$ cat config.mk
export PLATFORM = sky130hd
export DESIGN_NAME = encode_instruction_writer
export DESIGN_NICKNAME = d
export VERILOG_FILES = /design/src/rtl/encode_instruction_writer_pkg.sv /design/src/rtl/encode_instruction_writer_pack.sv /design/src/rtl/encode_instruction_writer.sv
export SDC_FILE = /design/constraint.sdc
export NUM_CORES = 1
export LEC_CHECK = 0
export BUFFER_PORTS_ARGS = -buffer_cell sky130_fd_sc_hd__buf_2
export CORE_MARGIN = 4
export CORE_UTILIZATION = 45
export DETAILED_ROUTE_END_ITERATION = 8
export PLACE_DENSITY_LB_ADDON = 0.15
export SYNTH_ARGS = -nofsm -noshare
export SYNTH_HDL_FRONTEND = slang
export SYNTH_SLANG_ARGS = --single-unit
$ cat constraint.sdc
create_clock -name clk -period 2.9 [get_ports clk]
set_clock_uncertainty 0.2 [all_clocks]
set_input_delay 0 -clock clk [delete_from_list [all_inputs] [get_ports clk]]
set_output_delay 0 -clock clk [all_outputs]
set_load 0.01 [all_outputs]
$ cat src/rtl/encode_instruction_writer_pkg.sv
// Shared instruction-format constants, opcode values and the field bundle type.
// Latency: n/a (declarations only).
// Backpressure: n/a.
package encode_instruction_writer_pkg;

  // Instruction format, shared with the core decoder.
  // WORD_SIZE == OPCODE_SIZE + 2*REG_ADDR_SIZE + SMALL_IMM_SIZE
  // BIG_IMM_SIZE == REG_ADDR_SIZE + SMALL_IMM_SIZE
  localparam int WORD_SIZE      = 16;
  localparam int OPCODE_SIZE    = 4;
  localparam int REG_ADDR_SIZE  = 3;
  localparam int SMALL_IMM_SIZE = 6;
  localparam int BIG_IMM_SIZE   = 9;
  localparam int MEM_ADDR_SIZE  = 8;

  // Opcodes the decoder knows about. The writer never checks these; any
  // 4-bit value passes straight through into the packed word.
  localparam logic [OPCODE_SIZE-1:0] OP_NOP  = 4'h0;
  localparam logic [OPCODE_SIZE-1:0] OP_ADD  = 4'h1;
  localparam logic [OPCODE_SIZE-1:0] OP_SUB  = 4'h2;
  localparam logic [OPCODE_SIZE-1:0] OP_LOAD = 4'h5;
  localparam logic [OPCODE_SIZE-1:0] OP_LI   = 4'hC;
  localparam logic [OPCODE_SIZE-1:0] OP_JMP  = 4'hE;

  // One instruction's worth of fields as handed over by the loader.
  typedef struct packed {
    logic [OPCODE_SIZE-1:0]    opcode;
    logic [REG_ADDR_SIZE-1:0]  reg_dest;
    logic [REG_ADDR_SIZE-1:0]  reg_src;
    logic [SMALL_IMM_SIZE-1:0] small_imm;
    logic [BIG_IMM_SIZE-1:0]   big_imm;
    logic                      use_big;
  } instr_fields_t;

endpackage

$ cat src/rtl/encode_instruction_writer_pack.sv
// Packs an instruction field bundle into the word layout the core decoder unpacks.
// Latency: purely combinational, zero cycles.
// Backpressure: none; output follows input every cycle.
module pack_instruction
  import encode_instruction_writer_pkg::*;
(
  input  instr_fields_t          fields,
  output logic [WORD_SIZE-1:0]   word
);

  // Big-immediate form reuses the reg_src + small_imm bit positions.
  always_comb begin
    if (fields.use_big) begin
      word = {fields.opcode, fields.reg_dest, fields.big_imm};
    end else begin
      word = {fields.opcode, fields.reg_dest, fields.reg_src, fields.small_imm};
    end
  end

endmodule

$ cat src/rtl/encode_instruction_writer.sv
// Loads one program per start pulse: packs field bundles and writes them to sequential imem addresses.
// Latency: one cycle from bundle handshake to the registered mem_we/mem_addr/mem_wdata pulse.
// Backpressure: in_ready high only in LOAD with no address wrap pending; one bundle per cycle.
module encode_instruction_writer
  import encode_instruction_writer_pkg::*;
(
  input  logic                       clk,
  input  logic                       reset,
  input  logic                       start,
  input  logic [MEM_ADDR_SIZE-1:0]   base_addr,
  input  logic                       in_valid,
  output logic                       in_ready,
  input  logic [OPCODE_SIZE-1:0]     in_opcode,
  input  logic [REG_ADDR_SIZE-1:0]   in_reg_dest,
  input  logic [REG_ADDR_SIZE-1:0]   in_reg_src,
  input  logic [SMALL_IMM_SIZE-1:0]  in_small_imm,
  input  logic [BIG_IMM_SIZE-1:0]    in_big_imm,
  input  logic                       in_use_big,
  input  logic                       in_last,
  output logic                       mem_we,
  output logic [MEM_ADDR_SIZE-1:0]   mem_addr,
  output logic [WORD_SIZE-1:0]       mem_wdata,
  output logic                       busy,
  output logic                       done,
  output logic                       overflow,
  output logic [MEM_ADDR_SIZE:0]     count
);

  localparam logic [1:0] ST_IDLE  = 2'd0;
  localparam logic [1:0] ST_LOAD  = 2'd1;
  localparam logic [1:0] ST_FLUSH = 2'd2;
  localparam logic [1:0] ST_DONE  = 2'd3;

  logic [1:0]               state_q, state_d;
  logic [MEM_ADDR_SIZE-1:0] wr_ptr_q, wr_ptr_d;
  logic [MEM_ADDR_SIZE:0]   count_q, count_d;
  logic                     ovf_pend_q, ovf_pend_d;
  logic                     overflow_q, overflow_d;
  logic                     mem_we_q, mem_we_d;
  logic [MEM_ADDR_SIZE-1:0] mem_addr_q, mem_addr_d;
  logic [WORD_SIZE-1:0]     mem_wdata_q, mem_wdata_d;

  instr_fields_t            fields;
  logic [WORD_SIZE-1:0]     packed_word;
  logic                     handshake;
  logic                     at_top;

  assign fields = '{
    opcode:    in_opcode,
    reg_dest:  in_reg_dest,
    reg_src:   in_reg_src,
    small_imm: in_small_imm,
    big_imm:   in_big_imm,
    use_big:   in_use_big
  };

  pack_instruction u_pack (
    .fields (fields),
    .word   (packed_word)
  );

  // Once the top address has been written without a last marker, stop
  // accepting so nothing wraps onto address 0.
  assign in_ready  = (state_q == ST_LOAD) && !ovf_pend_q;
  assign handshake = in_valid && in_ready;
  assign at_top    = &wr_ptr_q;

  // Next-state, write-pointer and registered write-port computation.
  always_comb begin
    state_d     = state_q;
    wr_ptr_d    = wr_ptr_q;
    count_d     = count_q;
    ovf_pend_d  = ovf_pend_q;
    overflow_d  = overflow_q;
    mem_we_d    = 1'b0;
    mem_addr_d  = mem_addr_q;
    mem_wdata_d = mem_wdata_q;

    case (state_q)
      ST_IDLE, ST_DONE: begin
        if (start) begin
          state_d    = ST_LOAD;
          wr_ptr_d   = base_addr;
          count_d    = '0;
          ovf_pend_d = 1'b0;
          overflow_d = 1'b0;
        end
      end
      ST_LOAD: begin
        if (ovf_pend_q) begin
          // The top-address write has already been emitted; finish with overflow.
          state_d    = ST_DONE;
          ovf_pend_d = 1'b0;
          overflow_d = 1'b1;
        end else if (handshake) begin
          mem_we_d    = 1'b1;
          mem_addr_d  = wr_ptr_q;
          mem_wdata_d = packed_word;
          wr_ptr_d    = wr_ptr_q + 1'b1;
          count_d     = count_q + 1'b1;
          if (in_last) begin
            state_d = ST_FLUSH;
          end else if (at_top) begin
            ovf_pend_d = 1'b1;
          end
        end
      end
      ST_FLUSH: begin
        // The final write is on the port this cycle.
        state_d = ST_DONE;
      end
      default: begin
        state_d = ST_IDLE;
      end
    endcase
  end

  // State and output registers; reset abandons any load in progress.
  always_ff @(posedge clk) begin
    if (reset) begin
      state_q     <= ST_IDLE;
      wr_ptr_q    <= '0;
      count_q     <= '0;
      ovf_pend_q  <= 1'b0;
      overflow_q  <= 1'b0;
      mem_we_q    <= 1'b0;
      mem_addr_q  <= '0;
      mem_wdata_q <= '0;
    end else begin
      state_q     <= state_d;
      wr_ptr_q    <= wr_ptr_d;
      count_q     <= count_d;
      ovf_pend_q  <= ovf_pend_d;
      overflow_q  <= overflow_d;
      mem_we_q    <= mem_we_d;
      mem_addr_q  <= mem_addr_d;
      mem_wdata_q <= mem_wdata_d;
    end
  end

  assign mem_we    = mem_we_q;
  assign mem_addr  = mem_addr_q;
  assign mem_wdata = mem_wdata_q;
  assign count     = count_q;
  assign busy      = (state_q == ST_LOAD) || (state_q == ST_FLUSH);
  assign done      = (state_q == ST_DONE);
  assign overflow  = overflow_q;

endmodule
[Word level (Yosys, flattened, before mapping)]
Cells that the tools add are included.
Storage, ports and cells
  memory bits (read-only): 0
  word-level logic and storage cells: 58
  memories kept: 0
  bits in latches: 0
  RAM bits: 0
  output and inout bits: 38
  register bits: 46
  input bits: 39
Operators by class
  eq/ne operators: 9
  mux-type cells: 23
  shifts and indexed selects: 0
  $mul: 0
  $add $sub $neg: 2
  divide/modulo/power cells: 0
  bitwise logic cells: 2
  reduce and logical (&&, ||, !) cells: 14
  order comparisons: 0
Operator list (count)
  two-way mux 9 bit: 4
  two-way mux 8 bit: 3
  case mux 9 bit (2 select lines): 1
  case mux 8 bit (2 select lines): 1
  adder 9 x 1 -> 9 bit, second input constant: 1
  AND reduction 3 bit: 3
  adder 8 x 1 -> 8 bit, second input constant: 1
  two-way mux 2 bit: 4
  inequality test 2 bit, second input constant: 4
  AND reduction 8 bit: 1
  two-way mux 1 bit: 7
  inequality test 3 bit, second input constant: 2
  case mux 2 bit (3 select lines): 1
  equality test 2 bit, second input constant: 2
  case mux 1 bit (2 select lines): 2
  AND reduction 4 bit: 1
  OR reduction 3 bit: 1
  equality test 2 x 1 -> 1 bit, second input constant: 1
  logical AND 1 bit: 2
  zero test 2 bit: 1
  NOT 1 bit: 2
  AND reduction 2 bit: 1
  nonzero test 2 bit: 1
  OR reduction 2 bit: 1
  other kinds (2): 2

[Depth between registers and ports, before layout]
Gate-level depths: netlist of run 1.
  depth in word-level cells: 6
  mapped depth: 8
  gate-level depth less buffers: 6

[Modules after synthesis]
A second synthesis of run 1 with hierarchy kept.
Second synthesis, totals
  cells, all modules: 268
  area total of the unflattened synthesis: 2189.6 µm²
By module, submodules not included
  encode_instruction_writer: instances 1, cells an instance 251, sequential area each 920.9 µm², area an instance 1990.7 µm²
  pack_instruction: instances 1, cells an instance 17, sequential area each 0.0 µm², area an instance 198.9 µm²

[Worst setup path before layout of run 1]
OpenSTA, ideal clock, no wires.
  path type: reg-to-reg
  start: register state_q[0]
  end: register count_q[5] (netlist: count[5])
  path slack: 850 ps
  stages on the path, launching flop included: 7
  path buffers: 0
  data arrival time: 1778 ps
  period minus slack after synthesis: 2050 ps
  required time: 2629 ps
  setup time: 71 ps
  cell sequence: dfxtp_1 -> inv_1 -> ha_1 -> mux2i_2 -> a21o_4 -> or4_1 -> a21oi_1
On the way
  longest elaborated chain between the ends: 5
  elaborated cells between the ends (all ways): 12
  classes of those cells: eq/ne (5); mux (1); reduce/logical (6)
Ends and longest elaborated chain
  start, declared: line encode_instruction_writer.sv:34  | logic [1:0] state_q, state_d;
  start signal, assigned: line encode_instruction_writer.sv:130  | state_q <= state_d;
  equality test 2 x 1 -> 1 bit: line encode_instruction_writer.sv:64, encode_instruction_writer.sv:79
  logical AND 1 bit: line encode_instruction_writer.sv:64  | assign in_ready = (state_q == ST_LOAD) && !ovf_pend_q;
  logical AND 1 bit: line encode_instruction_writer.sv:65  | assign handshake = in_valid && in_ready;
  inequality test 2 bit (no line)
  AND reduction 4 bit (no line)
  end signal, assigned: line encode_instruction_writer.sv:132  | count_q <= count_d;
  end, declared: line encode_instruction_writer.sv:36  | logic [MEM_ADDR_SIZE:0] count_q, count_d;
Parallel ways exist; a longest one is shown, timed or not.
A chain may end at the register's enable or synchronous reset.

[Worst setup path in the final report of run 1]
  start: register state_q[0]
  end: register ovf_pend_q
On the way
  longest elaborated chain between the ends: 6
  elaborated cells between the ends (all ways): 12
  classes of those cells: eq/ne (3); mux (3); reduce/logical (6)
Ends and longest elaborated chain
  equality test 2 x 1 -> 1 bit: line encode_instruction_writer.sv:64, encode_instruction_writer.sv:79
  logical AND 1 bit: line encode_instruction_writer.sv:64
  logical AND 1 bit: line encode_instruction_writer.sv:65
  two-way mux 1 bit: line encode_instruction_writer.sv:95  | end else if (handshake) begin
  two-way mux 1 bit: line encode_instruction_writer.sv:90  | if (ovf_pend_q) begin
  case mux 1 bit (2 select lines): line encode_instruction_writer.sv:79  | case (state_q)
  end signal, assigned: line encode_instruction_writer.sv:133  | ovf_pend_q <= ovf_pend_d;
  end, declared: line encode_instruction_writer.sv:37  | logic ovf_pend_q, ovf_pend_d;
Parallel ways exist; a longest one is shown, timed or not.

==> report_table.html, run 1 <==
<table>
<tr><th>Metric</th><th>Value</th></tr>
<tr><th colspan="2">Worst setup path</th></tr>
<tr><td>Critical path cell sequence</td><td>ha_1 &gt; buf_4 &gt; and3b_1 &gt; buf_4 &gt; nand2_1 &gt; or4_1 &gt; a21oi_1 &gt; dlygate4sd3_1</td></tr>
<tr><td>Worst path max stage delay</td><td>0.56 ns</td></tr>
<tr><td>Category of the worst setup path capture point</td><td>flip-flop</td></tr>
<tr><td>R2r setup slk</td><td>0.21 ns</td></tr>
<tr><td>Dominant cell type by count on the critical path</td><td>buf_4</td></tr>
<tr><td>CP required</td><td>2.94 ns</td></tr>
<tr><td>Biggest fanout along the worst timing path</td><td>19</td></tr>
<tr><td>Worst Path Class, Setup</td><td>reg2reg</td></tr>
<tr><td>Crit. Startpoint</td><td>state_q[0]$_SDFFE_PP0P_</td></tr>
<tr><td>Nature of the critical path startpoint</td><td>flip-flop</td></tr>
<tr><td>Data arrival at the endpoint of the critical path</td><td>2.73 ns</td></tr>
<tr><td>Buf/Inv on CP</td><td>3</td></tr>
<tr><td>Number of cells traversed by the worst register-to-register path</td><td>8</td></tr>
<tr><td>Reg-to-Reg End</td><td>ovf_pend_q$_SDFFE_PP0P_</td></tr>
<tr><td>Library cell contributing the largest single delay on the critical path</td><td>dlygate4sd3_1</td></tr>
<tr><td>Worst R2R Start</td><td>state_q[0]$_SDFFE_PP0P_</td></tr>
<tr><td>Top delay family on crit path</td><td>buffers and inverters</td></tr>
<tr><th colspan="2">Synthesis</th></tr>
<tr><td>Count of different cell masters after synthesis</td><td>41</td></tr>
<tr><td>Synthesis-stage register bit count</td><td>46</td></tr>
<tr><td>Fraction of post-synthesis cell area in the top cell type by area</td><td>44.12%</td></tr>
<tr><td>Library cell occupying the most area in the post-synthesis netlist</td><td>dfxtp_1</td></tr>
<tr><td>Post-synthesis async set-or-reset flop share</td><td>0%</td></tr>
<tr><td>Mapped Nets</td><td>297</td></tr>
<tr><td>Post-synthesis cell count</td><td>253</td></tr>
<tr><td>Synthesized area per cell</td><td>8.249 um^2</td></tr>
<tr><td>Number of flops mapped to enable cells by yosys</td><td>0</td></tr>
<tr><td>Top cells by area in the synthesized netlist</td><td>dfxtp_1 44%, nand2_1 8.1%, a21oi_1 7.9%</td></tr>
<tr><td>Count of synthesis-stage warnings from yosys</td><td>0</td></tr>
<tr><td>Cell area after technology mapping</td><td>2087 um^2</td></tr>
<tr><td>Main flop type after synthesis</td><td>dfxtp_1</td></tr>
<tr><td>Sequential fraction of the synthesis area</td><td>44.12%</td></tr>
<tr><th colspan="2">Hold path</th></tr>
<tr><td>Hold-critical path depth</td><td>2</td></tr>
<tr><td>Worst hold endpoint</td><td>mem_addr[3]$_SDFFE_PP0P_</td></tr>
<tr><td>Type of the most critical hold path</td><td>reg2reg</td></tr>
<tr><td>Worst Hold Launch</td><td>mem_addr[3]$_SDFFE_PP0P_</td></tr>
<tr><th colspan="2">Finish</th></tr>
<tr><td>Register cell area after layout</td><td>920.9 um^2</td></tr>
<tr><td>Most used cells in the layout excluding fill and tap cells</td><td>76 x buf_2, 46 x dfxtp_1, 45 x nand2_1, 39 x dlygate4sd3_1, 33 x a21oi_1</td></tr>
<tr><td>Most frequent standard cell in the layout excluding fill and tap cells</td><td>buf_2</td></tr>
<tr><td>Multi-input combinational cell area</td><td>1080 um^2</td></tr>
<tr><td>Number of standard cells in the layout, taps in and fillers out</td><td>417</td></tr>
<tr><td>Number of nets in the layout</td><td>408</td></tr>
<tr><td>Final Util</td><td>67.69%</td></tr>
<tr><td>Proportion of layout cells with a drive suffix above 1</td><td>24.66%</td></tr>
<tr><td>Number of fill cells</td><td>372</td></tr>
<tr><td>Area growth from synthesis to layout</td><td>43.17%</td></tr>
<tr><td>Final design area excluding fillers</td><td>2988 um^2</td></tr>
<tr><td>Ant diodes</td><td>0</td></tr>
<tr><th colspan="2">STA</th></tr>
<tr><td>Final Max Slew Viols</td><td>0</td></tr>
<tr><td>Hold slack final</td><td>0.2530 ns</td></tr>
<tr><td>Setup repair after global routing missed its margin</td><td>no</td></tr>
<tr><td>Worst slew margin</td><td>47.00%</td></tr>
<tr><td>Sum of negative setup slack</td><td>0 ns</td></tr>
<tr><td>Final worst slack</td><td>0.2140 ns</td></tr>
<tr><td>Final count of hold timing violations</td><td>0</td></tr>
<tr><td>Final critical delay including setup and external delays</td><td>2.686 ns</td></tr>
<tr><td>Finish-stage setup viols</td><td>0</td></tr>
<tr><td>Tcrit/Tclk final</td><td>92.62%</td></tr>
<tr><td>Slew at the pin with the worst max-slew slack</td><td>0.7950 ns</td></tr>
<tr><td>Highest Clock Rate</td><td>372.3 MHz</td></tr>
<tr><th colspan="2">Clock tree</th></tr>
<tr><td>Deepest clock path buffer count</td><td>2</td></tr>
<tr><td>Total number of H-tree levels</td><td>2</td></tr>
<tr><td>Number of cells upsized or downsized after cts</td><td>0</td></tr>
<tr><td>Clock insertion delay at the later pin of the skew report</td><td>0.30 ns</td></tr>
<tr><td>Number of buffers inserted for hold repair after clock tree synthesis</td><td>39</td></tr>
<tr><td>Number of buffers added by the clock tree synthesis step</td><td>5</td></tr>
<tr><td>Clock Tree Root</td><td>clkbuf_8</td></tr>
<tr><td>Sink Count</td><td>46</td></tr>
<tr><td>TritonCTS clock tree</td><td>done</td></tr>
<tr><td>Count of buffers added by post-CTS timing repair for setup</td><td>0</td></tr>
<tr><td>Clock transition time at the flip-flop clock pins of the worst setup and hold paths</td><td>0.09 ns</td></tr>
<tr><th colspan="2">Routing</th></tr>
<tr><td>Iter 0 DRT Violations</td><td>112</td></tr>
<tr><td>Number of remaining DRC errors</td><td>0</td></tr>
<tr><td>Post-detailed-route count of antenna-violating nets</td><td>0</td></tr>
<tr><td>Via-per-instance ratio</td><td>5.156</td></tr>
<tr><td>Iteration count of the initial detailed-routing pass</td><td>4</td></tr>
<tr><td>WL/cell</td><td>13.44 um</td></tr>
<tr><td>Final WL</td><td>5.605 mm</td></tr>
<tr><td>Vias after detailed routing</td><td>2,150</td></tr>
<tr><th colspan="2">Global routing</th></tr>
<tr><td>Maximum number of pins on one net before global-route repair</td><td>40</td></tr>
<tr><td>Grt ovf</td><td>0</td></tr>
<tr><td>Total Routing Usage GR</td><td>19.21%</td></tr>
<tr><td>Via count of the first global-routing pass</td><td>1,990</td></tr>
<tr><td>Wire length of the first global-routing pass</td><td>9.280 mm</td></tr>
<tr><td>Antenna violations before repair</td><td>0</td></tr>
<tr><th colspan="2">Place</th></tr>
<tr><td>Setup slack at placement</td><td>0.5469 ns</td></tr>
<tr><td>Count of buffers inserted at the top-level ports</td><td>76</td></tr>
<tr><td>GPL Wtd Cong</td><td>0.7556</td></tr>
<tr><td>Placed Area</td><td>2502 um^2</td></tr>
<tr><td>Cell Count Post-Placement</td><td>370</td></tr>
<tr><td>Post-detail-place hpwl</td><td>3.517 mm</td></tr>
<tr><th colspan="2">Power</th></tr>
<tr><td>Total power density per cell area</td><td>697.5 nW/um^2</td></tr>
<tr><td>Total chip power</td><td>2.084 mW</td></tr>
<tr><td>P_leak</td><td>1.299 nW</td></tr>
<tr><td>VDD IR max</td><td>0.3618 mV</td></tr>
<tr><th colspan="2">Floorplanning</th></tr>
<tr><td>Overall die area</td><td>5791 um^2</td></tr>
<tr><td>Chip height</td><td>76.10 um</td></tr>
<tr><td>Row count</td><td>24</td></tr>
<tr><td>Initial Utilization</td><td>47.28%</td></tr>
<tr><td>Width of the die</td><td>76.10 um</td></tr>
<tr><td>I/O pins</td><td>77</td></tr>
<tr><td>Core Region</td><td>4414 um^2</td></tr>
<tr><th colspan="2">Run status</th></tr>
<tr><td>Run status</td><td>complete, no violations</td></tr>
<tr><th colspan="2">Flow run</th></tr>
<tr><td>Max_cap viols</td><td>0</td></tr>
</table>
## layout make-up
type,instances,area share (%)
sequential,46,30.82
multi-input combinational,185,36.14
tap,52,2.178
clock buffer,6,2.764
timing repair buffer,119,26.80
clock inverter,2,0.4188
inverter,7,0.8794
## synthesized netlist by cell type, types with 3 or more instances
master	instances
a211oi_1	17
a21oi_1	33
buf_2	3
clkbuf_1	11
dfxtp_1	46
ha_1	5
inv_1	7
mux2i_1	10
nand2_1	45
nand3_1	7
nor2_1	24
o21ai_0	5
or4_1	3
xnor2_1	3
## worst reg2reg max path: stages (launching register included)
cell	delay, ns
dfxtp_1	0.39
ha_1	0.23
buf_4	0.25
and3b_1	0.18
buf_4	0.21
nand2_1	0.06
or4_1	0.40
a21oi_1	0.15
dlygate4sd3_1	0.56
## per-layer routing
| layer | global-route usage, % | wire, um | vias up |
|---|---|---|---|
| li1 | - | - | 1114 |
| met1 | 23.23 | 2422 | 970 |
| met2 | 32.79 | 2800 | 60 |
| met3 | 5.556 | 306 | 6 |
| met4 | 5.769 | 76 | 0 |
| met5 | 0 | 0 | - |
## power breakdown
group	switching, mW	leakage [nW]	total (mW)	internal, mW
logic	0.479	0.878	0.839	0.361
clock network	0.220	0.0472	0.412	0.192
registers	0.0922	0.374	0.833	0.741
total	0.791	1.30	2.08	1.29
## cell families (layout without fill, tap and decap cells)
kind of cell	count (synthesis)	after routing	synth area share (%)
AND/OR/NAND/NOR	96	96	20.62
AO/OA/AOI/OAI	70	70	21.40
flip-flops	46	46	44.12
buffers and inverters	22	134	4.137
multiplexers	11	11	5.456
adder cells (fa/ha/maj)	5	5	2.998
XOR/XNOR	3	3	1.259
## state kept, by name, summed over array words and instances (netlist names)
name,count
overflow,1
mem_we,1
state_q,2
mem_wdata,16
count,9
wr_ptr_q,8
ovf_pend_q,1
mem_addr,8
## how the worst max path moves through the flow
stage | endpoint | slack (ns) | cells past startpoint
after floorplan | count[5]$_SDFFE_PP0P_ | 0.85 | 6
after global placement | wr_ptr_q[7]$_SDFFE_PP0P_ | 0.64 | 6
after detailed placement | wr_ptr_q[3]$_SDFFE_PP0P_ | 0.55 | 6
after CTS | ovf_pend_q$_SDFFE_PP0P_ | 0.21 | 8
after global routing | ovf_pend_q$_SDFFE_PP0P_ | 0.06 | 8
final | ovf_pend_q$_SDFFE_PP0P_ | 0.21 | 8
Note: power is estimated with default switching activity, not from simulation.
==> run 2, diff against run 1 <==
Settings changed: SYNTH_HIERARCHICAL set to 1.
==> run 2 against run 1 <==
Against the previous run:
- total power shrank 4.4%
- routed wire length shrank 2.1%
- die area grew 4.4%
- combinational power shrank 6.1%
- final cell count grew 4.1%
- largest power group is now sequential cells
- maximum frequency grew 5.3%
- critical path depth grew 1
- via count grew 2.8%
- final area is essentially flat
- worst hold slack lost 0.22 ns
- worst setup slack gained 0.14 ns
- critical path type unchanged
==> report_table.html, run 2 <==
<table>
<tr><th>Metric</th><th>Value</th></tr>
<tr><th colspan="2">Run status</th></tr>
<tr><td>Run status</td><td>complete, no violations</td></tr>
<tr><th colspan="2">STA</th></tr>
<tr><td>Finish-stage setup viols</td><td>0</td></tr>
<tr><td>Setup repair after global routing missed its margin</td><td>no</td></tr>
<tr><td>Final Max Slew Viols</td><td>0</td></tr>
<tr><td>Final critical delay including setup and external delays</td><td>2.550 ns</td></tr>
<tr><td>Tcrit/Tclk final</td><td>87.93%</td></tr>
<tr><td>Highest Clock Rate</td><td>392.2 MHz</td></tr>
<tr><td>Slew at the pin with the worst max-slew slack</td><td>0.7781 ns</td></tr>
<tr><td>Worst slew margin</td><td>48.12%</td></tr>
<tr><td>Sum of negative setup slack</td><td>0 ns</td></tr>
<tr><td>Final count of hold timing violations</td><td>0</td></tr>
<tr><th colspan="2">Finish</th></tr>
<tr><td>Number of fill cells</td><td>429</td></tr>
<tr><td>Ant diodes</td><td>0</td></tr>
<tr><td>Max FFs per register</td><td>16</td></tr>
<tr><td>Area growth from synthesis to layout</td><td>36.51%</td></tr>
<tr><td>Proportion of layout cells with a drive suffix above 1</td><td>26.43%</td></tr>
<tr><td>Most frequent standard cell in the layout excluding fill and tap cells</td><td>buf_2</td></tr>
<tr><td>Number of nets in the layout</td><td>411</td></tr>
<tr><td>Final Util</td><td>63.28%</td></tr>
<tr><td>Most used cells in the layout excluding fill and tap cells</td><td>76 x buf_2, 62 x nand2_1, 46 x dfxtp_1, 41 x a21oi_1, 36 x dlygate4sd3_1</td></tr>
<tr><th colspan="2">Global routing</th></tr>
<tr><td>Maximum number of pins on one net before global-route repair</td><td>43</td></tr>
<tr><td>Grt ovf</td><td>0</td></tr>
<tr><td>Wire length of the first global-routing pass</td><td>9.397 mm</td></tr>
<tr><td>Antenna violations before repair</td><td>0</td></tr>
<tr><td>Via count of the first global-routing pass</td><td>2,154</td></tr>
<tr><td>Total Routing Usage GR</td><td>19.02%</td></tr>
<tr><th colspan="2">Routing</th></tr>
<tr><td>WL/cell</td><td>12.65 um</td></tr>
<tr><td>Iter 0 DRT Violations</td><td>99</td></tr>
<tr><td>Number of remaining DRC errors</td><td>0</td></tr>
<tr><td>Via-per-instance ratio</td><td>5.094</td></tr>
<tr><td>Post-detailed-route count of antenna-violating nets</td><td>0</td></tr>
<tr><td>Vias after detailed routing</td><td>2,211</td></tr>
<tr><td>Final WL</td><td>5.489 mm</td></tr>
<tr><td>Iteration count of the initial detailed-routing pass</td><td>5</td></tr>
<tr><th colspan="2">Floorplanning</th></tr>
<tr><td>Chip height</td><td>77.76 um</td></tr>
<tr><td>I/O pins</td><td>77</td></tr>
<tr><td>Initial Utilization</td><td>46.36%</td></tr>
<tr><td>Width of the die</td><td>77.76 um</td></tr>
<tr><td>Row count</td><td>25</td></tr>
<tr><td>Overall die area</td><td>6046 um^2</td></tr>
<tr><td>Core Region</td><td>4723 um^2</td></tr>
<tr><th colspan="2">Clock tree</th></tr>
<tr><td>Deepest clock path buffer count</td><td>2</td></tr>
<tr><td>Total number of H-tree levels</td><td>2</td></tr>
<tr><td>Number of buffers added by the clock tree synthesis step</td><td>5</td></tr>
<tr><td>Clock insertion delay at the later pin of the skew report</td><td>0.29 ns</td></tr>
<tr><td>Clock Tree Root</td><td>clkbuf_8</td></tr>
<tr><td>Sink Count</td><td>46</td></tr>
<tr><td>TritonCTS clock tree</td><td>done</td></tr>
<tr><td>Count of buffers added by post-CTS timing repair for setup</td><td>0</td></tr>
<tr><td>Clock transition time at the flip-flop clock pins of the worst setup and hold paths</td><td>0.08 ns</td></tr>
<tr><th colspan="2">Synthesis</th></tr>
<tr><td>Mapped Nets</td><td>312</td></tr>
<tr><td>Count of different cell masters after synthesis</td><td>42</td></tr>
<tr><td>Count of synthesis-stage warnings from yosys</td><td>6</td></tr>
<tr><td>Main flop type after synthesis</td><td>dfxtp_1</td></tr>
<tr><td>Synthesized area per cell</td><td>8.170 um^2</td></tr>
<tr><td>Most common cell in the synthesized netlist</td><td>nand2_1</td></tr>
<tr><td>Number of flops mapped to enable cells by yosys</td><td>0</td></tr>
<tr><td>Post-synthesis cell count</td><td>268</td></tr>
<tr><td>Top cells by area in the synthesized netlist</td><td>dfxtp_1 42%, nand2_1 11%, a21oi_1 9.4%</td></tr>
<tr><td>Fraction of post-synthesis cell area in the top cell type by area</td><td>42.06%</td></tr>
<tr><td>Sequential fraction of the synthesis area</td><td>42.06%</td></tr>
<tr><td>Post-synthesis async set-or-reset flop share</td><td>0%</td></tr>
<tr><td>Cell area after technology mapping</td><td>2190 um^2</td></tr>
<tr><td>Synthesis-stage register bit count</td><td>46</td></tr>
<tr><td>Top cells by count, synth</td><td>62 x nand2_1, 46 x dfxtp_1, 41 x a21oi_1, 11 x nor2_1, 10 x nand3_1</td></tr>
<tr><td>Library cell occupying the most area in the post-synthesis netlist</td><td>dfxtp_1</td></tr>
<tr><th colspan="2">Power</th></tr>
<tr><td>Total power density per cell area</td><td>666.7 nW/um^2</td></tr>
<tr><td>Part of the power in the clock network</td><td>18.3%</td></tr>
<tr><td>Internal Pwr Total</td><td>1.224 mW</td></tr>
<tr><td>P_leak</td><td>1.293 nW</td></tr>
<tr><td>Flop pwr share</td><td>42.1%</td></tr>
<tr><td>Switching share of power</td><td>38.60%</td></tr>
<tr><td>Combinational share of power</td><td>39.6%</td></tr>
<tr><td>VDD IR max</td><td>0.2963 mV</td></tr>
<tr><td>Psw</td><td>0.7691 mW</td></tr>
<tr><th colspan="2">Worst setup path</th></tr>
<tr><td>Number of cells traversed by the worst register-to-register path</td><td>9</td></tr>
<tr><td>Critical path cell sequence</td><td>inv_1 &gt; ha_1 &gt; buf_4 &gt; inv_1 &gt; nor2_2 &gt; buf_4 &gt; nand4_1 &gt; a21oi_1 &gt; dlygate4sd3_1</td></tr>
<tr><td>Nature of the critical path startpoint</td><td>flip-flop</td></tr>
<tr><td>Data arrival at the endpoint of the critical path</td><td>2.59 ns</td></tr>
<tr><td>CP required</td><td>2.94 ns</td></tr>
<tr><td>Buf/Inv on CP</td><td>5</td></tr>
<tr><td>Biggest fanout along the worst timing path</td><td>25</td></tr>
<tr><td>Library cell contributing the largest single delay on the critical path</td><td>dlygate4sd3_1</td></tr>
<tr><td>Worst Path Class, Setup</td><td>reg2reg</td></tr>
<tr><td>Total stage count of the critical path</td><td>9</td></tr>
<tr><td>Category of the worst setup path capture point</td><td>flip-flop</td></tr>
<tr><td>Top delay family on crit path</td><td>buffers and inverters</td></tr>
<tr><td>Worst path max stage delay</td><td>0.56 ns</td></tr>
<tr><th colspan="2">Place</th></tr>
<tr><td>GPL Wtd Cong</td><td>0.8718</td></tr>
<tr><td>Post-detail-place hpwl</td><td>3.439 mm</td></tr>
<tr><td>Count of buffers inserted at the top-level ports</td><td>76</td></tr>
<tr><th colspan="2">Flow run</th></tr>
<tr><td>Max_cap viols</td><td>0</td></tr>
<tr><th colspan="2">Hold path</th></tr>
<tr><td>Type of the most critical hold path</td><td>in2reg</td></tr>
<tr><td>Hold-critical path depth</td><td>5</td></tr>
</table>
-- run 2: cells by family (layout without fill, tap and decap cells) --
logic type	count (synthesis)	after routing	synth area share, %
compound gates	70	70	18.57
flops	46	46	42.06
mux	12	12	7.543
buf+inv	28	127	6.628
simple gates	106	106	21.94
xor+xnor	1	1	0.4001
fa+ha+maj	5	5	2.857
-- run 2: cell type report --
cell class                      count  area (um^2)  share of cell area (%)
Clock buffer                        7        76.32                   2.553
Inverter                            5        18.77                  0.6279
Multi-Input combinational cell    194         1126                   37.67
Sequential cell                    46        920.9                   30.81
Tap cell                           67        83.83                   2.805
Timing Repair Buffer              115        763.2                   25.53
-- run 2: repair_timing --
action | 4_1_cts | 5_1_grt
resized for setup | 0 | 0
hold endpoints to repair | 27 | 0
hold buffers | 36 | 0
-- run 2: worst min-delay path, cell delays in order --
cell	delay (ns)
buf_2	0.08
or2_2	0.09
o31a_1	0.12
mux2i_1	0.07
nor3_1	0.13
-- run 2: power groups by stage --
stage          Sequential, mW  Combinational, mW  Clock (mW)
6_report                0.839              0.788       0.365
5_1_grt                 0.857              0.887       0.404
4_1_cts                 0.838              0.793       0.374
3_5_place_dp            0.852              0.751           0
3_3_place_gp            0.848              0.733           0
2_1_floorplan           0.834              0.561           0
-- run 2: metal layers --
layer / vias up / track usage (%) / wire [um]
li1: 1119 / - / -
met2: 70 / 33.90 / 2714
met5: - / 0 / 0
met4: 0 / 5.338 / 40
met1: 1018 / 21.40 / 2337
met3: 4 / 6.381 / 397
-- run 2: path summary, 6_finish.rpt --
| check | slack, ns | start | to |
|---|---|---|---|
| max | 0.35 | state_q[1]$_SDFFE_PP0P_ | ovf_pend_q$_SDFFE_PP0P_ |
| min | 0.04 | base_addr[6] | wr_ptr_q[6]$_SDFFE_PP0P_ |
| min reg2reg | 0.25 | mem_wdata[9]$_SDFFE_PP0P_ | mem_wdata[9]$_SDFFE_PP0P_ |
| max reg2reg | 0.35 | state_q[1]$_SDFFE_PP0P_ | ovf_pend_q$_SDFFE_PP0P_ |
-- run 2: metrics by stage --
stage | cell area [um^2] | power [mW] | cells | setup WS [ns] | hold WS [ns]
2_1_floorplan | 2190 | 1.395 | 268 | 0.8519 | -0.02295
3_3_place_gp | 2552 | 1.582 | 391 | 0.6454 | 0.04096
3_5_place_dp | 2552 | 1.603 | 391 | 0.5775 | 0.04717
4_1_cts | 2989 | 2.005 | 434 | 0.3192 | 0.02647
5_1_grt | 2989 | 2.149 | 434 | 0.07338 | 0.1174
6_report | 2989 | 1.993 | 434 | 0.3501 | 0.03800
